**config.mk**
```make
export PLATFORM = sky130hd
export DESIGN_NAME = rv_icache_flat
export DESIGN_NICKNAME = d
export VERILOG_FILES = /design/src/rtl/rv_icache_pkg.sv /design/src/rtl/rv_icache_if.sv /design/src/rtl/rv_icache_mem.sv /design/src/rtl/rv_icache.sv /design/src/flat_wrapper.sv
export SDC_FILE = /design/constraint.sdc
export NUM_CORES = 2
export LEC_CHECK = 0
export ABC_AREA = 1
export BUFFER_PORTS_ARGS = -buffer_cell sky130_fd_sc_hd__buf_2
export CAP_MARGIN = 20
export CORE_ASPECT_RATIO = 0.5
export CORE_MARGIN = 2
export CORE_UTILIZATION = 30
export DETAILED_ROUTE_END_ITERATION = 16
export RECOVER_POWER = 50
export SLEW_MARGIN = 5
export SYNTH_ARGS = -nofsm -noshare
export SYNTH_HDL_FRONTEND = slang
export SYNTH_HIERARCHICAL = 1
export SYNTH_SLANG_ARGS = --single-unit
```
**constraint.sdc**
```tcl
create_clock -name clk_i -period 6.6 [get_ports clk_i]
set_input_delay 1.32 -clock clk_i [delete_from_list [all_inputs] [get_ports clk_i]]
set_output_delay 1.32 -clock clk_i [all_outputs]
set_load 0.05 [all_outputs]
```
**src/rtl/rv_icache_pkg.sv**
```systemverilog
// rtl/rv_icache_pkg.sv - shared types and constants for the rv_icache instruction cache
// Optional feature macro: RV_ICACHE_PREFETCH_EN (adds the PREFETCH state).
package rv_icache_pkg;

    localparam int XLEN                 = 32;
    localparam int ICACHE_LINES_DEFAULT = 64;

    typedef enum logic [2:0] {
        IDLE     = 3'd0,
        LOOKUP   = 3'd1,
        REFILL   = 3'd2,
        RESP     = 3'd3
`ifdef RV_ICACHE_PREFETCH_EN
        ,
        PREFETCH = 3'd4
`endif
    } icache_state_t;

endpackage

```
**src/rtl/rv_icache_if.sv**
```systemverilog
// rtl/rv_icache_if.sv - req/rvalid fetch bus shared by the core side and the flash side
// Signals: req (held until rvalid), addr (stable with req), rvalid (one-cycle pulse), rdata.
// master drives req/addr, slave drives rvalid/rdata.
interface rv_icache_if #(
    parameter int XLEN = 32
);
    logic            req;
    logic [XLEN-1:0] addr;
    logic            rvalid;
    logic [XLEN-1:0] rdata;

    modport master (output req, output addr, input rvalid, input rdata);
    modport slave  (input req, input addr, output rvalid, output rdata);
endinterface

```
**src/rtl/rv_icache_mem.sv**
```systemverilog
// rtl/rv_icache_mem.sv - valid/tag/data storage for rv_icache, synchronous read, one write port
// Ports: clk_i, arst_i (async, active-high), flush_i (clear all valid bits),
//        rd_idx_i -> rd_valid_o/rd_tag_o/rd_data_o (registered, one cycle later),
//        wr_en_i/wr_idx_i/wr_tag_i/wr_data_i (line write, sets valid).
module rv_icache_mem
    import rv_icache_pkg::*;
#(
    parameter int LINES = ICACHE_LINES_DEFAULT,
    parameter int IDX   = $clog2(LINES),
    parameter int TAG   = XLEN - 2 - IDX
) (
    input  logic            clk_i,
    input  logic            arst_i,
    input  logic            flush_i,
    input  logic [IDX-1:0]  rd_idx_i,
    output logic            rd_valid_o,
    output logic [TAG-1:0]  rd_tag_o,
    output logic [XLEN-1:0] rd_data_o,
    input  logic            wr_en_i,
    input  logic [IDX-1:0]  wr_idx_i,
    input  logic [TAG-1:0]  wr_tag_i,
    input  logic [XLEN-1:0] wr_data_i
);

    logic [LINES-1:0] valid_q;
    logic             rd_valid_q;
    logic [TAG-1:0]   rd_tag_q;
    logic [XLEN-1:0]  rd_data_q;
    logic [TAG-1:0]   tag_mem  [LINES];
    logic [XLEN-1:0]  data_mem [LINES];

    // Flush wins over a same-cycle write so a flushed refill never leaves a valid line.
    always_ff @(posedge clk_i or posedge arst_i) begin
        if (arst_i) begin
            valid_q    <= '0;
            rd_valid_q <= 1'b0;
        end else begin
            rd_valid_q <= valid_q[rd_idx_i];
            if (flush_i) begin
                valid_q <= '0;
            end else if (wr_en_i) begin
                valid_q[wr_idx_i] <= 1'b1;
            end
        end
    end

    // Tag/data contents are qualified by the valid bits, so they need no reset.
    always_ff @(posedge clk_i) begin
        if (wr_en_i) begin
            tag_mem[wr_idx_i]  <= wr_tag_i;
            data_mem[wr_idx_i] <= wr_data_i;
        end
        rd_tag_q  <= tag_mem[rd_idx_i];
        rd_data_q <= data_mem[rd_idx_i];
    end

    assign rd_valid_o = rd_valid_q;
    assign rd_tag_o   = rd_tag_q;
    assign rd_data_o  = rd_data_q;

endmodule

```
**src/rtl/rv_icache.sv**
```systemverilog
// rtl/rv_icache.sv - direct-mapped read-only instruction cache, one 32-bit word per line
// Ports: clk_i, arst_i (async, active-high), flush_i (invalidate all, fence.i),
//        core_if (slave: instruction fetch from the core), mem_if (master: refill from flash).
// Macro RV_ICACHE_PREFETCH_EN: after a demand miss, also fetch and fill the next word.
module rv_icache
    import rv_icache_pkg::*;
#(
    parameter int LINES = ICACHE_LINES_DEFAULT
) (
    input  logic       clk_i,
    input  logic       arst_i,
    input  logic       flush_i,
    rv_icache_if.slave  core_if,
    rv_icache_if.master mem_if
);

    localparam int IDX = $clog2(LINES);
    localparam int TAG = XLEN - 2 - IDX;

    icache_state_t    state_q;
    logic [XLEN-3:0]  wa_q;          // latched word address of the current line
    logic             force_miss_q;  // flush arrived together with the accepted request
    logic             no_write_q;    // flush seen while a refill is outstanding
    logic             rvalid_q;
    logic [XLEN-1:0]  rdata_q;
    logic             mem_req_q;
    logic [XLEN-1:0]  mem_addr_q;
`ifdef RV_ICACHE_PREFETCH_EN
    logic             miss_q;
    logic [XLEN-3:0]  wa_next;
`endif

    logic             rd_valid;
    logic [TAG-1:0]   rd_tag;
    logic [XLEN-1:0]  rd_data;
    logic             hit;
    logic             refill_beat;
    logic             wr_en;
    logic             unused_addr_bits;

    assign unused_addr_bits = ^core_if.addr[1:0];

    assign hit = rd_valid && (rd_tag == wa_q[XLEN-3:IDX]) && !force_miss_q && !flush_i;

`ifdef RV_ICACHE_PREFETCH_EN
    assign wa_next     = wa_q + {{(XLEN-3){1'b0}}, 1'b1};
    assign refill_beat = mem_if.rvalid && ((state_q == REFILL) || (state_q == PREFETCH));
`else
    assign refill_beat = mem_if.rvalid && (state_q == REFILL);
`endif
    assign wr_en = refill_beat && !no_write_q && !flush_i;

    // Tag/data are read every cycle at the core's index; the value captured on the
    // accepting edge is what LOOKUP compares against.
    rv_icache_mem #(
        .LINES(LINES)
    ) u_mem (
        .clk_i      (clk_i),
        .arst_i     (arst_i),
        .flush_i    (flush_i),
        .rd_idx_i   (core_if.addr[IDX+1:2]),
        .rd_valid_o (rd_valid),
        .rd_tag_o   (rd_tag),
        .rd_data_o  (rd_data),
        .wr_en_i    (wr_en),
        .wr_idx_i   (wa_q[IDX-1:0]),
        .wr_tag_i   (wa_q[XLEN-3:IDX]),
        .wr_data_i  (mem_if.rdata)
    );

    always_ff @(posedge clk_i or posedge arst_i) begin
        if (arst_i) begin
            state_q      <= IDLE;
            wa_q         <= '0;
            force_miss_q <= 1'b0;
            no_write_q   <= 1'b0;
            rvalid_q     <= 1'b0;
            rdata_q      <= '0;
            mem_req_q    <= 1'b0;
            mem_addr_q   <= '0;
`ifdef RV_ICACHE_PREFETCH_EN
            miss_q       <= 1'b0;
`endif
        end else begin
            rvalid_q <= 1'b0;
            case (state_q)
                IDLE: begin
                    if (core_if.req) begin
                        wa_q         <= core_if.addr[XLEN-1:2];
                        force_miss_q <= flush_i;
                        state_q      <= LOOKUP;
                    end
                end
                LOOKUP: begin
                    if (hit) begin
                        rvalid_q <= 1'b1;
                        rdata_q  <= rd_data;
                        state_q  <= RESP;
`ifdef RV_ICACHE_PREFETCH_EN
                        miss_q   <= 1'b0;
`endif
                    end else begin
                        // A flush on this edge has already cleared the array; the refill
                        // that follows may still fill the line.
                        mem_req_q  <= 1'b1;
                        mem_addr_q <= {wa_q, 2'b00};
                        no_write_q <= 1'b0;
                        state_q    <= REFILL;
`ifdef RV_ICACHE_PREFETCH_EN
                        miss_q     <= 1'b1;
`endif
                    end
                end
                REFILL: begin
                    if (flush_i) begin
                        no_write_q <= 1'b1;
                    end
                    if (mem_if.rvalid) begin
                        mem_req_q <= 1'b0;
                        rdata_q   <= mem_if.rdata;
                        rvalid_q  <= 1'b1;
                        state_q   <= RESP;
                    end
                end
                RESP: begin
`ifdef RV_ICACHE_PREFETCH_EN
                    // mem_req was low during RESP, so the flash sees a fresh request.
                    if (miss_q) begin
                        wa_q       <= wa_next;
                        mem_addr_q <= {wa_next, 2'b00};
                        mem_req_q  <= 1'b1;
                        no_write_q <= 1'b0;
                        state_q    <= PREFETCH;
                    end else begin
                        state_q <= IDLE;
                    end
`else
                    state_q <= IDLE;
`endif
                end
`ifdef RV_ICACHE_PREFETCH_EN
                PREFETCH: begin
                    if (flush_i) begin
                        no_write_q <= 1'b1;
                    end
                    if (mem_if.rvalid) begin
                        mem_req_q <= 1'b0;
                        state_q   <= IDLE;
                    end
                end
`endif
                default: state_q <= IDLE;
            endcase
        end
    end

    assign core_if.rvalid = rvalid_q;
    assign core_if.rdata  = rdata_q;
    assign mem_if.req     = mem_req_q;
    assign mem_if.addr    = mem_addr_q;

endmodule

```
**src/flat_wrapper.sv**
```systemverilog
// flat-port wrapper written by rule: the top's interface ports become plain ports
module rv_icache_flat import rv_icache_pkg::*;
#(
    parameter int LINES = ICACHE_LINES_DEFAULT
)
  (clk_i, arst_i, flush_i, core_if_req, core_if_addr, core_if_rvalid, core_if_rdata, mem_if_req, mem_if_addr, mem_if_rvalid, mem_if_rdata);
  rv_icache_if #(.XLEN(32)) core_if_i ();
  rv_icache_if #(.XLEN(32)) mem_if_i ();
  input  logic clk_i;
  input  logic arst_i;
  input  logic flush_i;
  input wire logic [$bits(core_if_i.req)-1:0] core_if_req;
  input wire logic [$bits(core_if_i.addr)-1:0] core_if_addr;
  output wire logic [$bits(core_if_i.rvalid)-1:0] core_if_rvalid;
  output wire logic [$bits(core_if_i.rdata)-1:0] core_if_rdata;
  output wire logic [$bits(mem_if_i.req)-1:0] mem_if_req;
  output wire logic [$bits(mem_if_i.addr)-1:0] mem_if_addr;
  input wire logic [$bits(mem_if_i.rvalid)-1:0] mem_if_rvalid;
  input wire logic [$bits(mem_if_i.rdata)-1:0] mem_if_rdata;
  assign core_if_i.req = core_if_req;
  assign core_if_i.addr = core_if_addr;
  assign core_if_rvalid = core_if_i.rvalid;
  assign core_if_rdata = core_if_i.rdata;
  assign mem_if_req = mem_if_i.req;
  assign mem_if_addr = mem_if_i.addr;
  assign mem_if_i.rvalid = mem_if_rvalid;
  assign mem_if_i.rdata = mem_if_rdata;
  rv_icache #(.LINES(LINES)) u_core (.clk_i(clk_i), .arst_i(arst_i), .flush_i(flush_i), .core_if(core_if_i), .mem_if(mem_if_i));
endmodule
```
==> metrics <==
largest area contributor in the netlist edfxtp_1; synthesized cell area 153000 um2; CP Capture Type register; crit path max-delay cell type ha_1; Clock Path Buffers 4; Ys Warns 6; Via density 5.18; Core Region 507000 um2; Total Wirelength 480 mm; drt drc 0; Net Sw Power 15.0 mW; Req. time, crit path 7080 ps; Commonest cells post-synth nand2_1 (4280), edfxtp_1 (3584), nand3_1 (3408); global-route wire length before repair 682 mm; Die Width 1.01 mm; IO Pins 135; 1st-iter DRT viols 14400; # rows 185; wl on met1 191 mm; crit path setup slack, layout 1470 ps; clock latency on the worst-skew pair 930 ps; Post CTS Setup Buffer Count 0; Clock Sinks 3803; total chip power 57.1 mW; Pleak 60.6 nW; Pre-antenna DRT Iters 8; Worst-path clk slew 70 ps; met3 wire len 46.4 mm; Peak Freq 195 MHz; Comb power frac 11.5%; number of synthesized register bits 3803; GRT Total Usage 17.9%; Final #Nets 12800; cts hold-fix bufs 0; via count 103000; Post-synth ARST share 4.29%; final hold violations 0; per-cell routed wire length 24.1 um; top sig layer met4; crit path DAT 5620 ps; root buffer cell clkbuf_16; post-layout min period 5130 ps; Die H 508 um; crit-path max FO 39; post-CTS sizing 0; Worst-Margin Slew 3920 ps; largest net degree at the start of global routing 196; pre-CTS setup slack 2090 ps; post-layout util 34.2%; clock skew 86.6 ps; Clock Power Share 38.1%; Fillers 49500; Crit Path Class reg2reg; RSZ-0062 raised after global routing no; max-cap violations 62; count leader, synth nand2_1; htree depth 5; TritonCTS clock tree yes; Pint 42.0 mW; type of origin of the critical path register; worst relative slew slack -161%; Starting Density 30.1%; post-detail-place hpwl 237 mm; total negative setup slack 0 ps; share of layout cells above drive strength 1 7.71%; GRT overflow 0; Post-Synthesis Cells 12800; CTS Buf Count 377; Synth cell types 31; hold crit path type reg2reg; outcome complete, but fails checks; per-instance average area after synthesis 11.9 um2; IO buf count 130; crit-path most repeated cell inv_1; Switching Share 26.3%; Die ar. 515000 um2; post-synth top area share 70.5%; area grow syn2layout 13.6%; initial antenna violation count 13; max-slew violations 3734; GPL Wtd Cong 0.816; Post-synth EDFFs 3584; vias in the first global route 95700; Synth Flop Type edfxtp_1; Final setup viols 0; VDD IR max 250 uV; Final period util 77.8%; antenna viol nets, final 0; critical path cell sequence inv_1 > ha_1 > nand2_1 > nor3_1 > inv_1 > nor3_1 > inv_1 > nor2_4 > buf_12; register area share after synthesis 73.9%; Area contributors post-synth edfxtp_1 (71%), nand3_1 (11%), nand2_1 (11%); met2 routed WL 220 mm; PD cells 329 nW/um2; sequential power share 50.3%; violated checks capacitance limit, slew limit; CP peak stage delay 1210 ps
==> worst max-delay path: cells and delay by family, from the launching register on <==
kind	cells	cell delay (ps)
adder cells (fa/ha/maj)	1	1210
AND/OR/NAND/NOR	4	1780
buffers and inverters	4	1190
flip-flops	1	420
==> kinds of logic after synthesis <==
| family | share of synthesized area (%) |
|---|---|
| and+or+nand+nor | 22.5 |
| DFF | 73.9 |
| buffers and inverters | 3.29 |
| AOI/OAI and AO/OA | 0.184 |
| xor gates and xnor gates | 0.0287 |
| adders and majority gates | 0.0328 |
| muxes | 0.0295 |
| other | 0.00246 |
==> state kept, by name, indices dropped and copies added (netlist names) <==
signal / count
u_core/mem_if.addr: 30
u_core/core_if.rdata: 32
u_core/no_write_q: 1
u_core/u_mem/rd_tag_o: 24
u_core/u_mem/tag_mem: 1536
u_core/u_mem/valid_q: 64
u_core/state_q: 2
u_core/core_if.rvalid: 1
u_core/u_mem/rd_valid_o: 1
u_core/u_mem/rd_data_o: 32
u_core/force_miss_q: 1
u_core/u_mem/data_mem: 2048
u_core/wa_q: 30
u_core/mem_if.req: 1
==> worst paths after layout <==
check | from | to | slack (ps) | cells after the start
worst max-delay path | u_core/state_q[0] | u_core/u_mem/data_mem[34][14] | 1470 | 9
worst min-delay path | u_core/no_write_q | u_core/no_write_q | 480 | 2
worst max register to register | u_core/state_q[0] | u_core/u_mem/data_mem[34][14] | 1470 | 9
worst min register to register | u_core/no_write_q | u_core/no_write_q | 480 | 2
max in group asynchronous | arst_i | u_core/wa_q[25] | 1890 | 3
min in group asynchronous | arst_i | u_core/mem_if.addr[10] | 980 | 2
==> per-layer routing <==
layer / vias up / track usage (%)
met1: 51400 / 24.3
met5: - / 0
met4: 0 / 7.60
met2: 5564 / 28.6
met3: 1052 / 2.80
li1: 45000 / -
==> through the flow <==
step | area [um2] | cells | hold WS (ps)
final | 173000 | 19900 | 475
after global routing | 173000 | 19900 | 495
after global placement | 161000 | 19200 | 459
after detailed placement | 161000 | 19200 | 457
after floorplan | 153000 | 12800 | 443
after CTS | 173000 | 19900 | 474
==> cell type report <==
type | instances | area (um2) | area share, %
Antenna cell | 11 | 27.5 | 0.0159
Clock buffer | 460 | 10000 | 5.78
Clock inverter | 226 | 2390 | 1.38
Inverter | 101 | 462 | 0.266
Multi-Input combinational cell | 8038 | 35200 | 20.3
Sequential cell | 3803 | 113000 | 65.1
Tap cell | 6825 | 8540 | 4.93
Timing Repair Buffer | 432 | 3860 | 2.23
==> power by group through the flow <==
stage / combinational, mW / sequential [mW] / clock, mW
CTS: 6.49 / 28.6 / 22.0
global route: 7.01 / 28.8 / 22.9
detailed placement: 6.47 / 29.1 / 0
global placement: 6.36 / 29.1 / 0
finish: 6.58 / 28.7 / 21.8
floorplan: 2.59 / 30.2 / 0
==> cell usage in the layout (no fill, tap or decap), types with 29 or more instances in the layout <==
cell / netlist / routed
buf_12: 4 / 90
buf_2: 422 / 85
buf_4: 99 / 154
bufinv_16: 0 / 43
clkbuf_1: 156 / 159
clkbuf_16: 0 / 383
clkinv_1: 2 / 71
clkinv_2: 0 / 69
dfrtp_1: 163 / 158
dfxtp_1: 56 / 56
edfxtp_1: 3584 / 3584
inv_1: 80 / 72
nand2_1: 4280 / 4280
nand3_1: 3408 / 3408
nor2_1: 235 / 181
nor2_4: 0 / 54
o21ai_0: 29 / 29
Note: power is estimated with default switching activity, not from simulation.
